--- src/rtl/map_pkg.sv ---
// Shared types and constants for the tile-ID map write path.
// Command format, opcode and FSM state encodings used by the writer and its FIFO.
package map_pkg;

    localparam int MAP_W      = 11;
    localparam int MAP_H      = 11;
    localparam int MAP_CELLS  = MAP_W * MAP_H;
    localparam int MAP_ADDR_W = 7;

    typedef enum logic {
        OP_WRITE,
        OP_FILL
    } map_op_t;

    typedef struct packed {
        map_op_t    op;
        logic [3:0] row;
        logic [3:0] col;
        logic [7:0] tile;
    } map_cmd_t;

    typedef enum logic [1:0] {
        ST_IDLE,
        ST_WRITE,
        ST_FILL
    } map_state_t;

endpackage

--- src/rtl/map_cmd_fifo.sv ---
// Synchronous command FIFO with full/empty flags and a read-first pop.
// DEPTH must be a power of two so the pointers wrap naturally.
module map_cmd_fifo
    import map_pkg::*;
#(
    parameter int DEPTH = 4
) (
    input  logic     clk,
    input  logic     reset,
    input  logic     push,
    input  logic     pop,
    input  map_cmd_t wr_data,
    output map_cmd_t rd_data,
    output logic     full,
    output logic     empty
);

    localparam int PTR_W = (DEPTH > 1) ? $clog2(DEPTH) : 1;

    map_cmd_t           mem [DEPTH];
    logic [PTR_W-1:0]   wr_ptr;
    logic [PTR_W-1:0]   rd_ptr;
    logic [PTR_W:0]     count;
    logic               do_push;
    logic               do_pop;

    assign full    = (count == (PTR_W + 1)'(DEPTH));
    assign empty   = (count == '0);
    assign do_push = push & ~full;
    assign do_pop  = pop & ~empty;
    assign rd_data = mem[rd_ptr];

    always_ff @(posedge clk) begin
        if (do_push) begin
            mem[wr_ptr] <= wr_data;
        end
    end

    always_ff @(posedge clk) begin
        if (reset) begin
            wr_ptr <= '0;
            rd_ptr <= '0;
            count  <= '0;
        end else begin
            if (do_push) begin
                wr_ptr <= wr_ptr + PTR_W'(1);
            end
            if (do_pop) begin
                rd_ptr <= rd_ptr + PTR_W'(1);
            end
            case ({do_push, do_pop})
                2'b10:   count <= count + (PTR_W + 1)'(1);
                2'b01:   count <= count - (PTR_W + 1)'(1);
                default: count <= count;
            endcase
        end
    end

endmodule

--- src/rtl/map_tile_writer.sv ---
// Turns queued WRITE/FILL commands into one-cell-per-cycle map RAM writes,
// issuing writes only while VBlank is high so scanout never sees a partial update.
module map_tile_writer
    import map_pkg::*;
#(
    parameter int MAP_W      = 11,
    parameter int MAP_H      = 11,
    parameter int FIFO_DEPTH = 4,
    parameter int ADDR_W     = 7
) (
    input  logic              CLK,
    input  logic              Reset,
    input  logic              VBlank,
    input  logic              cmd_valid,
    output logic              cmd_ready,
    input  logic              cmd_op,
    input  logic [3:0]        cmd_row,
    input  logic [3:0]        cmd_col,
    input  logic [7:0]        cmd_tile,
    output logic              WE,
    output logic [ADDR_W-1:0] WADDR,
    output logic [7:0]        WDATA,
    output logic              busy,
    output logic              done,
    output logic              err
);

    localparam logic [ADDR_W-1:0] LAST_ADDR = ADDR_W'(MAP_W * MAP_H - 1);

    map_state_t        state, state_next;
    map_cmd_t          fifo_in, fifo_head;
    logic              fifo_full, fifo_empty, push, pop;
    logic [3:0]        row_q, col_q, row_next, col_next;
    logic [7:0]        tile_q, tile_next, data_next;
    logic [ADDR_W-1:0] fill_cnt, fill_cnt_next, cell_addr, addr_next;
    logic              we_next, done_next, err_next;

    assign cmd_ready = ~fifo_full;
    assign push      = cmd_valid & ~fifo_full;
    assign fifo_in   = '{op: map_op_t'(cmd_op), row: cmd_row, col: cmd_col, tile: cmd_tile};

    map_cmd_fifo #(
        .DEPTH (FIFO_DEPTH)
    ) u_fifo (
        .clk     (CLK),
        .reset   (Reset),
        .push    (push),
        .pop     (pop),
        .wr_data (fifo_in),
        .rd_data (fifo_head),
        .full    (fifo_full),
        .empty   (fifo_empty)
    );

    // Cell address comes from the registered command, never from cmd_* directly.
    assign cell_addr = ADDR_W'(row_q) * ADDR_W'(MAP_W) + ADDR_W'(col_q);

    always_comb begin
        state_next    = state;
        row_next      = row_q;
        col_next      = col_q;
        tile_next     = tile_q;
        fill_cnt_next = fill_cnt;
        pop           = 1'b0;
        we_next       = 1'b0;
        addr_next     = WADDR;
        data_next     = WDATA;
        done_next     = 1'b0;
        err_next      = 1'b0;
        case (state)
            ST_IDLE: begin
                if (!fifo_empty) begin
                    pop       = 1'b1;
                    row_next  = fifo_head.row;
                    col_next  = fifo_head.col;
                    tile_next = fifo_head.tile;
                    if (fifo_head.op == OP_FILL) begin
                        fill_cnt_next = '0;
                        state_next    = ST_FILL;
                    end else if (int'(fifo_head.row) >= MAP_H || int'(fifo_head.col) >= MAP_W) begin
                        err_next = 1'b1;
                    end else begin
                        state_next = ST_WRITE;
                    end
                end
            end
            ST_WRITE: begin
                if (VBlank) begin
                    we_next    = 1'b1;
                    addr_next  = cell_addr;
                    data_next  = tile_q;
                    done_next  = 1'b1;
                    state_next = ST_IDLE;
                end
            end
            ST_FILL: begin
                if (VBlank) begin
                    we_next   = 1'b1;
                    addr_next = fill_cnt;
                    data_next = tile_q;
                    if (fill_cnt == LAST_ADDR) begin
                        done_next     = 1'b1;
                        fill_cnt_next = '0;
                        state_next    = ST_IDLE;
                    end else begin
                        fill_cnt_next = fill_cnt + ADDR_W'(1);
                    end
                end
            end
            default: state_next = ST_IDLE;
        endcase
    end

    always_ff @(posedge CLK) begin
        if (Reset) begin
            state    <= ST_IDLE;
            row_q    <= '0;
            col_q    <= '0;
            tile_q   <= '0;
            fill_cnt <= '0;
            WE       <= 1'b0;
            WADDR    <= '0;
            WDATA    <= '0;
            done     <= 1'b0;
            err      <= 1'b0;
            busy     <= 1'b0;
        end else begin
            state    <= state_next;
            row_q    <= row_next;
            col_q    <= col_next;
            tile_q   <= tile_next;
            fill_cnt <= fill_cnt_next;
            WE       <= we_next;
            WADDR    <= addr_next;
            WDATA    <= data_next;
            done     <= done_next;
            err      <= err_next;
            busy     <= (state != ST_IDLE) | ~fifo_empty;
        end
    end

endmodule

--- config.mk ---
export PLATFORM = sky130hd
export DESIGN_NAME = map_tile_writer
export DESIGN_NICKNAME = d
export VERILOG_FILES = /design/src/rtl/map_pkg.sv /design/src/rtl/map_cmd_fifo.sv /design/src/rtl/map_tile_writer.sv
export SDC_FILE = /design/constraint.sdc
export NUM_CORES = 1
export LEC_CHECK = 0
export BUFFER_PORTS_ARGS = -buffer_cell sky130_fd_sc_hd__buf_4
export CORE_ASPECT_RATIO = 0.6
export CORE_MARGIN = 3
export CORE_UTILIZATION = 40
export CTS_CLUSTER_DIAMETER = 40
export DETAILED_ROUTE_END_ITERATION = 12
export GPL_ROUTABILITY_DRIVEN = 0
export SLEW_MARGIN = 0
export SYNTH_ARGS = -nofsm -noshare
export SYNTH_HDL_FRONTEND = slang
export SYNTH_SLANG_ARGS = --single-unit
--- constraint.sdc ---
create_clock -name CLK -period 3.1 [get_ports CLK]
set_input_delay 0.31 -clock CLK [delete_from_list [all_inputs] [get_ports CLK]]
set_output_delay 0.31 -clock CLK [all_outputs]
set_load 0.005 [all_outputs]
==> Implementation_results.wiki, run 1 <==
{| class="wikitable"
! Metric !! Value
|-
| Count of placed standard cells including taps || between 500 and 600
|-
| Sequential area share after synthesis || 0.604
|-
| Max cap viols || 0
|-
| Cell at the root of the clock tree || clkbuf_16
|-
| Pwr Density || around 980 nW/um^2
|-
| Crit path launch type || flop
|-
| Endpoint class of the critical path || flop
|-
| Cell with the largest stage delay on the worst path || fa_1
|-
| Final Hold Slack || 0.105 ns
|-
| Placed inst area || between 5000 and 6000 um^2
|-
| CTS Hold Buffers Added || 0
|-
| GRT Util Overall || 0.151
|-
| Post-route ant nets || 0
|-
| Routed length per instance || about 16 um
|-
| Die Footprint || between 10000 and 15000 um^2
|-
| Largest net degree at the start of global routing || 47
|-
| Category of the most critical setup path || reg2reg
|-
| Outcome || finished clean
|-
| Placeable Area || about 12000 um^2
|-
| Leakage power || around 2.3 nW
|-
| Req. time, crit path || about 3.4 ns
|-
| Horiz. Die Dim || between 150 and 200 um
|-
| Post-detailed-route DRC marker count || 0
|-
| Yosys warns || 0
|-
| Htree depth || 4
|-
| Final clock skew || between 0.006 and 0.007 ns
|-
| Via count of the first global-routing pass || about 3200
|-
| Setup total negative slack || 0 ns
|-
| Cell occurring most often along the worst timing path || ha_1
|-
| Asr flop ratio synth || 0
|-
| Hold/Removal Path Class || in2reg
|-
| Post-detailed-route via-to-cell ratio || about 5
|-
| GR Overflow Total || 0
|-
| Relative area change from synthesis to final layout || 20.7%
|-
| Cell chain of the critical path || ha_1 -> ha_1 -> inv_1 -> fa_1 -> inv_1 -> ha_1 -> a21o_1 -> a21oi_1 -> xor2_1 -> o211ai_1 -> o211a_1
|-
| Data arrival time of the critical path || 3.03 ns
|-
| Maximum clock frequency || around 370 MHz
|-
| ANT cells || 0
|-
| Non-filler cells in the finished layout || approximately 620
|-
| Worst IR Drop VDD || 0.403 mV
|-
| Cell Area, Synth || between 5000 and 6000 um^2
|-
| CTS tree || done
|-
| Drt total wl || 9.97 mm
|-
| Site Rows || 31
|-
| Post-route design area || 6200 um^2
|-
| Worst slew margin relative to its limit || 0.357
|-
| Largest cells by area after synthesis || edfxtp_1 40%, dfxtp_1 21%, mux4_2 7.5%
|-
| Chip height || 93.8 um
|-
| Clock input transition at the sequential cells of the worst setup and hold paths || 0.06 ns
|-
| Postcts setup bufs || 0
|-
| Post-synthesis cell type with the largest combined area || edfxtp_1
|-
| Starting density of the core || 0.418
|-
| Number of clock buffers inserted by TritonCTS || 17
|-
| Final Net Count || between 400 and 500
|-
| First-pass detailed-route iteration total || 4
|-
| Number of input and output port buffers inserted || 40
|-
| RSZ-0062 raised after global routing || no
|-
| Later-pin clock latency in the skew report || roughly 0.4 ns
|-
| Half-perimeter wire length after placement || 6.95 mm
|-
| Synthesized instance count || 400
|-
| Initial antenna violation count || 0
|-
| Clock tree sinks || 121
|-
| Post-synthesis cell type count || 48
|-
| Critical path's largest stage delay || 0.49 ns
|-
| Layout cells sized above 1 || 0.223
|-
| Layout Utilization || 0.504
|-
| Wire length of the first global-routing pass || approximately 17 mm
|-
| Final Slew Violations || 0
|-
| Proportion of netlist area held by the largest area contributor || 0.398
|-
| Crit-path max FO || 4
|-
| Final number of hold-violating endpoints || 0
|-
| Ys flop type || edfxtp_1
|-
| Worst slew pin tran || just under 1 ns
|-
| Number of cells upsized or downsized after cts || 0
|-
| Average instance area after synthesis || approximately 13 um^2
|-
| Yosys reg bits || around 120
|-
| Bufs on Longest Clock Path || 2
|-
| Total vias in the final route || between 3000 and 4000
|-
| Net count of the mapped netlist || about 450
|-
| Number of flops mapped to enable cells by yosys || between 60 and 70
|-
| Top-Level Pins || 41
|-
| Initial DRC Count || 158
|-
| Final worst path period share || 0.882
|-
| Number of setup violations in the final report || 0
|-
| Min Clock Period, post-route || 2.73 ns
|}
-- cells in the mapped netlist, types with 2 or more instances --
master / number
nor3_1: 5
xnor2_1: 11
ha_1: 26
fa_1: 4
dfxtp_1: 53
nand2_1: 55
nand3_1: 13
o21ai_0: 4
a21o_1: 4
mux2i_1: 3
xor2_1: 5
nor4_2: 2
a21oi_1: 32
buf_2: 4
edfxtp_1: 68
nor2_1: 24
a211oi_1: 5
buf_1: 2
or3_1: 3
a31oi_1: 4
inv_1: 17
clkbuf_1: 8
nor2b_1: 3
mux4_2: 17
o211ai_1: 2
and3_1: 4
-- per-layer routing --
metal / global-route usage / vias to the layer above / routed length (um)
li1: - / 1543 / -
met3: 0.0506 / 2 / 459
met5: 0 / - / 0
met4: 0.0426 / 0 / 30
met1: 0.216 / 1539 / 5180
met2: 0.220 / 61 / 4290
-- critical path: cells and delay by family, from the launching register on --
family	cells	cell delay (ns)
compound gates	4	0.63
buf+inv	2	0.09
flops	1	0.34
fa+ha+maj	4	1.40
xor+xnor	1	0.16
-- placed cells by master (no fill, tap or decap), types with 5 or more instances in the layout --
master     instances
inv_1             17
buf_4             43
nor2_1            24
ha_1              26
inv_6              6
xnor2_1           11
nand2_1           55
xor2_1             5
a21oi_1           32
dfxtp_1           53
edfxtp_1          68
a211oi_1           5
nor3_1             5
mux4_2            17
clkbuf_16         17
nand3_1           13
-- kinds of logic (layout without fill, tap and decap cells) --
logic type               Yosys count  count (layout)  share of synthesized area
flip-flops                       121             121                      0.604
AND/OR/NAND/NOR                  117             117                      0.105
AO/OA/AOI/OAI                     61              61                     0.0750
buffers and inverters             35              93                     0.0290
adder cells (fa/ha/maj)           30              30                     0.0789
multiplexers                      20              20                     0.0804
XOR/XNOR                          16              16                     0.0273
-- area by class of cell --
type | count | area [um^2]
sequential | 121 | 3100
clock buffer | 17 | 425
timing repair buffer | 43 | 323
fill | 1053 | 6100
tap | 165 | 206
multi-input combinational | 244 | 1880
inverter | 18 | 67.6
clock inverter | 15 | 188
-- sequential cells by signal, indices dropped and copies added (netlist names), named ones only --
| name | cells |
|---|---|
| col_q | 4 |
| u_fifo.mem | 68 |
| done | 1 |
| u_fifo.rd_ptr | 2 |
| tile_q | 8 |
| row_q | 4 |
| WADDR | 7 |
| state | 2 |
| err | 1 |
| WDATA | 8 |
| WE | 1 |
| u_fifo.wr_ptr | 2 |
| u_fifo.count | 3 |
| fill_cnt | 7 |
| busy | 1 |
-- power breakdown --
| part | internal [W] | leakage, nW | switching [W] |
|---|---|---|---|
| logic | 0.000765 | 0.962 | 0.00109 |
| registers | 0.00199 | 1.06 | 0.000193 |
| clock network | 0.00128 | 0.292 | 0.000742 |
| total | 0.00403 | 2.31 | 0.00202 |
-- final timing paths --
kind | slack [ns] | depth (start not counted) | to | startpoint
setup / recovery | 0.37 | 11 | WADDR[5] | row_q[0]
hold / removal | 0.11 | 1 | u_fifo.mem[3][16] | cmd_op
hold reg to reg | 0.46 | 2 | WDATA[2] | WDATA[2]
setup reg to reg | 0.37 | 11 | WADDR[5] | row_q[0]
-- through the flow --
stage / power [W] / setup slack, ns
floorplan: 0.00357 / 0.515
global placement: 0.00405 / 0.398
detailed placement: 0.00408 / 0.388
CTS: 0.00612 / 0.362
global route: 0.00648 / 0.180
finish: 0.00606 / 0.367
Note: power is estimated with default switching activity, not from simulation.
==> run 2, diff against run 1 <==
--- a/config.mk
+++ b/config.mk
@@ -5,12 +5,12 @@
 export SDC_FILE = /design/constraint.sdc
 export NUM_CORES = 1
 export LEC_CHECK = 0
-export BUFFER_PORTS_ARGS = -buffer_cell sky130_fd_sc_hd__buf_4
 export CORE_ASPECT_RATIO = 0.6
 export CORE_MARGIN = 3
 export CORE_UTILIZATION = 40
 export CTS_CLUSTER_DIAMETER = 40
 export DETAILED_ROUTE_END_ITERATION = 12
+export DONT_BUFFER_PORTS = 1
 export GPL_ROUTABILITY_DRIVEN = 0
 export SLEW_MARGIN = 0
 export SYNTH_ARGS = -nofsm -noshare
==> run 2 against run 1 <==
  * Sequential cell count stayed put
  * Non-clock buffer count shrank 21
  * Global-route usage increased by 0.45 points
  * Sequential share of layout area up 1.1 points
  * Critical path depth did not move
  * Via count is 1.1% lower
  * Core utilization decreased by 1.1 points
  * Critical path type unchanged
  * Clock power down 4%
  * Fmax down 1.1%
  * Sequential power about the same
  * Die area stayed put
  * Highest routed layer unchanged
  * Power fell by 1.8%
==> Implementation_results.wiki, run 2 (synthesized netlist as in run 1, its figures left out) <==
{| class="wikitable"
! Metric !! Value
|-
| Placeable Area || 12300 um^2 (unchanged)
|-
| Setup total negative slack || 0 ns (unchanged)
|-
| Design internal power || 0.00397 W (was 0.00403 W)
|-
| Crit-path max FO || 4 (unchanged)
|-
| GR Overflow Total || 0 (unchanged)
|-
| Non-filler cells in the finished layout || 602 (was 623)
|-
| Highest-count cells in the layout ignoring fill and taps || 68 x edfxtp_1, 55 x nand2_1, 53 x dfxtp_1, 32 x a21oi_1, 26 x ha_1 (was 68 x edfxtp_1, 55 x nand2_1, 53 x dfxtp_1, 43 x buf_4, 32 x a21oi_1)
|-
| Data arrival time of the critical path || 3.06 ns (was 3.03 ns)
|-
| Cell occurring most often along the worst timing path || ha_1 (unchanged)
|-
| Postcts setup bufs || 0 (unchanged)
|-
| Final Net Count || 475 (was 496)
|-
| Final-layout fill cell count || 1063 (was 1053)
|-
| Final Slew Violations || 0 (unchanged)
|-
| Largest net degree at the start of global routing || 44 (was 47)
|-
| Req. time, crit path || 3.40 ns (was 3.39 ns)
|-
| Clock input transition at the sequential cells of the worst setup and hold paths || 0.06 ns (about the same)
|-
| Portion of total power attributed to combinational logic || 0.307 (was 0.306)
|-
| Max cap viols || 0 (unchanged)
|-
| Count of buffer and inverter cells on the critical path || 2 (unchanged)
|-
| RSZ-0062 raised after global routing || no (unchanged)
|-
| Htree depth || 4 (unchanged)
|-
| Via count of the first global-routing pass || 3251 (was 3236)
|-
| Cell with the largest stage delay on the worst path || fa_1 (unchanged)
|-
| Worst slew margin relative to its limit || 0.342 (was 0.357)
|-
| Initial antenna violation count || 0 (unchanged)
|-
| Total vias in the final route || 3111 (was 3145)
|-
| Placed inst area || 5290 um^2 (was 5580 um^2)
|-
| Category of the most critical setup path || reg2reg (unchanged)
|-
| Endpoint class of the critical path || flop (unchanged)
|-
| Starting density of the core || 0.418 (unchanged)
|-
| Cell chain of the critical path || ha_1 -> ha_1 -> inv_1 -> fa_1 -> inv_1 -> ha_1 -> a21o_1 -> a21oi_1 -> xor2_1 -> o211ai_1 -> o211a_1 (unchanged)
|-
| Post-detailed-route via-to-cell ratio || 5.17 (was 5.05)
|-
| Maximum clock frequency || 362 MHz (was 366 MHz)
|-
| Wire length of the first global-routing pass || 17.0 mm (was 16.7 mm)
|-
| Final clock skew || 0.0103 ns (was 0.00691 ns)
|-
| Half-perimeter wire length after placement || 6.96 mm (was 6.95 mm)
|-
| Final number of hold-violating endpoints || 0 (unchanged)
|-
| Leakage power || 2.18 nW (was 2.31 nW)
|-
| Routed length per instance || 17.1 um (was 16.0 um)
|-
| Post-route design area || 6070 um^2 (was 6200 um^2)
|-
| Outcome || finished clean (unchanged)
|-
| Top-Level Pins || 41 (unchanged)
|-
| Min Clock Period, post-route || 2.76 ns (was 2.73 ns)
|-
| Horiz. Die Dim || 152 um (unchanged)
|-
| Bufs on Longest Clock Path || 2 (unchanged)
|-
| Proportion of power drawn by the clock network || 0.326 (was 0.334)
|-
| Worst IR Drop VDD || 0.482 mV (was 0.403 mV)
|-
| Worst setup margin || 0.335 ns (was 0.367 ns)
|-
| Setup slack at placement || 0.345 ns (was 0.388 ns)
|-
| Relative area change from synthesis to final layout || 18.1% (was 20.7%)
|-
| GRT Util Overall || 0.156 (was 0.151)
|-
| Cell family contributing the most delay on the critical path || adder cells (unchanged)
|-
| First-pass detailed-route iteration total || 4 (unchanged)
|-
| Drt total wl || 10.3 mm (was 9.97 mm)
|-
| Count of placed standard cells including taps || 552 (was 591)
|-
| Site Rows || 31 (unchanged)
|-
| Clock tree sinks || 121 (unchanged)
|-
| Cell at the root of the clock tree || clkbuf_16 (unchanged)
|-
| Total chip power || 0.00595 W (was 0.00606 W)
|-
| Initial DRC Count || 190 (was 158)
|-
| Leading cell type in the layout, fill and taps excluded || edfxtp_1 (unchanged)
|-
| Worst slew pin tran || 0.986 ns (was 0.965 ns)
|-
| Sequential share of power || 0.366 (was 0.360)
|-
| CTS tree || done (unchanged)
|-
| Die Footprint || 14300 um^2 (unchanged)
|-
| Largest register FFs || 68 (unchanged)
|-
| Post-route ant nets || 0 (unchanged)
|-
| ANT cells || 0 (unchanged)
|-
| Biggest regs || u_fifo.mem: 68 flops, WDATA: 8 flops, tile_q: 8 flops (unchanged)
|-
| Number of clock buffers inserted by TritonCTS || 17 (unchanged)
|-
| Layout cells sized above 1 || 0.137 (was 0.223)
|-
| Post-detailed-route DRC marker count || 0 (unchanged)
|-
| Final worst path period share || 0.892 (was 0.882)
|-
| Chip height || 93.8 um (unchanged)
|-
| Number of setup violations in the final report || 0 (unchanged)
|-
| Pwr Density || 981 nW/um^2 (was 978 nW/um^2)
|-
| Number of input and output port buffers inserted || 0 (was 40)
|-
| Critical path's largest stage delay || 0.49 ns (about the same)
|-
| Net switching power || 0.00198 W (was 0.00202 W)
|-
| Biggest register || u_fifo.mem (unchanged)
|-
| Crit path launch type || flop (unchanged)
|-
| Hold/Removal Path Class || in2reg (unchanged)
|-
| Switching power as a share of total power || 0.334 (about the same)
|-
| Later-pin clock latency in the skew report || 0.41 ns (was 0.40 ns)
|}
-- run 2: final timing paths --
path	from	to	slack (ns)	depth (start not counted)
min	VBlank	WDATA[1]	0.07	2
max reg2reg	row_q[2]	WADDR[5]	0.34	11
max	row_q[2]	WADDR[5]	0.34	11
min reg2reg	tile_q[2]	tile_q[2]	0.46	2
-- run 2: metrics by stage --
step	util	hold slack, ns
3_3_place_gp	0.430	0.385
5_1_grt	0.493	0.0503
4_1_cts	0.493	0.0543
2_1_floorplan	-	0.409
6_report	0.493	0.0722
3_5_place_dp	0.430	0.385
-- run 2: power by group through the flow --
stage / registers, W / clock network (W) / logic [W]
3_5_place_dp: 0.00222 / 0 / 0.00179
3_3_place_gp: 0.00220 / 0 / 0.00176
2_1_floorplan: 0.00213 / 0 / 0.00144
5_1_grt: 0.00222 / 0.00206 / 0.00207
6_report: 0.00218 / 0.00194 / 0.00183
4_1_cts: 0.00219 / 0.00198 / 0.00184
-- run 2: repair_timing --
action                                 4_1_cts  5_1_grt
endpoints found under the hold margin      112        0
hold buffers                                18        0
resized for setup                            0        0
-- run 2: final cells by class --
type	count	area, um^2	share of cell area
Clock inverter	14	156	0.0258
Tap cell	165	206	0.0340
Clock buffer	18	429	0.0708
Multi-Input combinational cell	244	1880	0.310
Timing Repair Buffer	22	220	0.0363
Sequential cell	121	3100	0.512
Inverter	18	67.6	0.0111
-- run 2: routing by layer --
layer / up-vias / routed length (um) / track usage / share of wire
li1: 1501 / - / - / -
met1: 1514 / 5060 / 0.215 / 0.49
met2: 77 / 4420 / 0.227 / 0.43
met3: 19 / 662 / 0.0511 / 0.064
met4: 0 / 149 / 0.0628 / 0.014
met5: - / 0 / 0 / 0
==> run 3, diff against run 2 <==
--- a/config.mk
+++ b/config.mk
@@ -16,3 +16,4 @@
 export SYNTH_ARGS = -nofsm -noshare
 export SYNTH_HDL_FRONTEND = slang
 export SYNTH_SLANG_ARGS = --single-unit
+export TNS_END_PERCENT = 10
==> constraint.sdc (replaced) <==
create_clock -name CLK -period 2.5 [get_ports CLK]
set_input_delay 0.25 -clock CLK [delete_from_list [all_inputs] [get_ports CLK]]
set_output_delay 0.25 -clock CLK [all_outputs]
set_load 0.005 [all_outputs]
==> run 3 against run 2 <==
  * Sequential share of layout area fell by 0.89 points
  * Final area grew 2.1%
  * Sequential power up 24%
  * Combinational power is 41% higher
  * Via count increased by 0.42%
  * Critical endpoint unchanged
  * Largest power group unchanged
==> Implementation_results.wiki, run 3 (synthesized netlist as in run 1, its figures left out) <==
{| class="wikitable"
! Metric !! Value
|-
| Final-layout fill cell count || 1058 (was 1063)
|-
| Worst reg-to-reg setup slack || 0.003 ns (was 0.34 ns)
|-
| Number of setup violations in the final report || 0 (unchanged)
|-
| Leading cell type in the layout, fill and taps excluded || edfxtp_1 (unchanged)
|-
| Worst Hold Launch || Reset (was VBlank)
|-
| Total chip power || 0.00747 W (was 0.00595 W)
|-
| Initial antenna violation count || 0 (unchanged)
|-
| Hold Crit Depth || 2 (unchanged)
|-
| Number of clock buffers inserted by TritonCTS || 17 (unchanged)
|-
| Switching power as a share of total power || 0.341 (was 0.334)
|-
| Net switching power || 0.00255 W (was 0.00198 W)
|-
| Pwr Density || 1210 nW/um^2 (was 981 nW/um^2)
|-
| End point of the worst hold path || WADDR[6] (was WDATA[1])
|-
| Final worst path period share || 0.999 (was 0.892)
|-
| Number of input and output port buffers inserted || 0 (unchanged)
|-
| RSZ-0062 raised after global routing || yes (was no)
|-
| Worst reg2reg path endpoint || WADDR[5] (unchanged)
|-
| Relative area change from synthesis to final layout || 20.6% (was 18.1%)
|-
| Sum of met2 wire segment lengths after detailed routing || 4.58 mm (was 4.42 mm)
|-
| ANT cells || 0 (unchanged)
|-
| Max cap viols || 0 (unchanged)
|-
| Non-filler cells in the finished layout || 612 (was 602)
|-
| Final number of hold-violating endpoints || 0 (unchanged)
|-
| Placeable Area || 12300 um^2 (unchanged)
|-
| Design internal power || 0.00492 W (was 0.00397 W)
|-
| Maximum clock frequency || 401 MHz (was 362 MHz)
|-
| Layout Utilization || 0.504 (was 0.493)
|-
| Routed length per instance || 17.4 um (was 17.1 um)
|-
| Wire length on met3 || 825 um (was 662 um)
|-
| Hold/Removal Path Class || in2reg (unchanged)
|-
| Chip height || 93.8 um (unchanged)
|-
| Starting density of the core || 0.418 (unchanged)
|-
| Data arrival time of the critical path || 2.79 ns (was 3.06 ns)
|-
| Site Rows || 31 (unchanged)
|-
| Worst IR Drop VDD || 0.652 mV (was 0.482 mV)
|-
| Crit path launch type || flop (unchanged)
|-
| Cell at the root of the clock tree || clkbuf_16 (unchanged)
|-
| Worst slew pin tran || 0.740 ns (was 0.986 ns)
|-
| Post-detailed-route DRC marker count || 0 (unchanged)
|-
| Biggest register || u_fifo.mem (unchanged)
|-
| Biggest regs || u_fifo.mem: 68 flops, WDATA: 8 flops, tile_q: 8 flops (unchanged)
|-
| Clock input transition at the sequential cells of the worst setup and hold paths || 0.05 ns (was 0.06 ns)
|-
| Postcts setup bufs || 0 (unchanged)
|-
| Die Footprint || 14300 um^2 (unchanged)
|-
| Clock tree sinks || 121 (unchanged)
|-
| Via count of the first global-routing pass || 3214 (was 3251)
|-
| Proportion of power drawn by the clock network || 0.292 (was 0.326)
|-
| Min Clock Period, post-route || 2.50 ns (was 2.76 ns)
|-
| Portion of total power attributed to combinational logic || 0.346 (was 0.307)
|-
| Top layer used by detailed routing || met4 (unchanged)
|-
| Largest register FFs || 68 (unchanged)
|-
| Final Slew Violations || 0 (unchanged)
|-
| Worst r2r src || row_q[0] (was row_q[2])
|-
| Endpoint class of the critical path || flop (unchanged)
|-
| Highest-count cells in the layout ignoring fill and taps || 68 x edfxtp_1, 55 x nand2_1, 50 x dfxtp_1, 31 x a21oi_1, 24 x nor2_1 (was 68 x edfxtp_1, 55 x nand2_1, 53 x dfxtp_1, 32 x a21oi_1, 26 x ha_1)
|-
| GR Overflow Total || 0 (unchanged)
|-
| Req. time, crit path || 2.79 ns (was 3.40 ns)
|-
| Post-route ant nets || 0 (unchanged)
|-
| Category of the most critical setup path || reg2reg (unchanged)
|-
| Half-perimeter wire length after placement || 7.23 mm (was 6.96 mm)
|-
| Wl on met1 || 5.20 mm (was 5.06 mm)
|-
| Layout cells sized above 1 || 0.186 (was 0.137)
|-
| CTS tree || done (unchanged)
|-
| Sequential share of power || 0.362 (was 0.366)
|-
| Count of placed standard cells including taps || 562 (was 552)
|-
| Final clock skew || 0.00890 ns (was 0.0103 ns)
|-
| Bufs on Longest Clock Path || 2 (unchanged)
|-
| Worst slew margin relative to its limit || 0.507 (was 0.342)
|-
| Final Net Count || 486 (was 475)
|-
| Total vias in the final route || 3124 (was 3111)
|-
| First-pass detailed-route iteration total || 4 (unchanged)
|-
| Leakage power || 2.19 nW (was 2.18 nW)
|-
| Later-pin clock latency in the skew report || 0.40 ns (was 0.41 ns)
|-
| Initial DRC Count || 198 (was 190)
|-
| Crit-path max FO || 3 (was 4)
|-
| GRT Util Overall || 0.157 (was 0.156)
|-
| Outcome || finished clean (unchanged)
|-
| Top-Level Pins || 41 (unchanged)
|-
| Post-detailed-route via-to-cell ratio || 5.10 (was 5.17)
|-
| Largest net degree at the start of global routing || 44 (unchanged)
|-
| Depth of the most critical reg-to-reg path || 11 (unchanged)
|-
| Drt total wl || 10.7 mm (was 10.3 mm)
|-
| Htree depth || 4 (unchanged)
|-
| Horiz. Die Dim || 152 um (unchanged)
|-
| Wire length of the first global-routing pass || 17.1 mm (was 17.0 mm)
|}
-- run 3: changes by cell type in the layout (fill, tap and decap cells not counted), sizes merged --
cell / delta
buf: +10
bufinv: -2
clkbuf: -1
clkinv: +1
clkinvlp: +1
dlygate4sd3: +1
-- run 3: repair_timing --
action / CTS / global route
pin swaps: 5 / 7
gates resized for setup: 7 / 9
hold endpoints to repair: 112 / 0
hold buffers: 19 / 0
endpoints found under the setup margin: 3 / 5
-- run 3: how the worst max path moves through the flow --
| stage | startpoint | end | cells past startpoint |
|---|---|---|---|
| after global routing | row_q[0] | WADDR[5] | 11 |
| after floorplan | row_q[0] | WADDR[5] | 11 |
| after CTS | row_q[2] | WADDR[5] | 11 |
| after detailed placement | row_q[0] | WADDR[5] | 11 |
| final | row_q[0] | WADDR[5] | 11 |
| after global placement | row_q[0] | WADDR[5] | 11 |
-- run 3: stage by stage --
stage,setup WS [ns],TNS [ns],cell area [um^2],hold WS [ns]
2_1_floorplan,0.00572,0,5150,0.349
3_3_place_gp,-0.0448,-0.0597,5380,0.326
3_5_place_dp,-0.0768,-0.213,5380,0.329
4_1_cts,0.00292,0,6140,0.00423
5_1_grt,-0.159,-0.429,6190,0.0101
6_report,0.00345,0,6190,0.0239
-- run 3: power by group through the flow --
| stage | clock, W | combinational (W) | sequential, W |
|---|---|---|---|
| 4_1_cts | 0.00223 | 0.00249 | 0.00269 |
| 2_1_floorplan | 0 | 0.00184 | 0.00264 |
| 5_1_grt | 0.00233 | 0.00293 | 0.00275 |
| 6_report | 0.00218 | 0.00258 | 0.00270 |
| 3_5_place_dp | 0 | 0.00240 | 0.00272 |
| 3_3_place_gp | 0 | 0.00235 | 0.00271 |
-- run 3: critical path: stages (launching register included) --
cell,delay [ns]
dfxtp_4,0.35
ha_4,0.24
ha_4,0.26
inv_2,0.04
fa_1,0.52
inv_2,0.05
ha_4,0.21
a21o_1,0.17
a21oi_2,0.14
xor2_1,0.16
o211ai_1,0.09
o211a_1,0.16
-- run 3: metal layers --
metal | GRT usage | up-vias
met4 | 0.0509 | 0
li1 | - | 1526
met3 | 0.0584 | 6
met1 | 0.224 | 1514
met5 | 0 | -
met2 | 0.221 | 78
-- run 3: final cells by class --
class                           instances  area, um^2  share of cell area
Clock buffer                           17         425              0.0687
Sequential cell                       121        3110               0.503
Tap cell                              165         206              0.0333
Multi-Input combinational cell        244        1960               0.317
Inverter                               18        67.6              0.0109
Timing Repair Buffer                   33         305              0.0493
Clock inverter                         14         110              0.0178
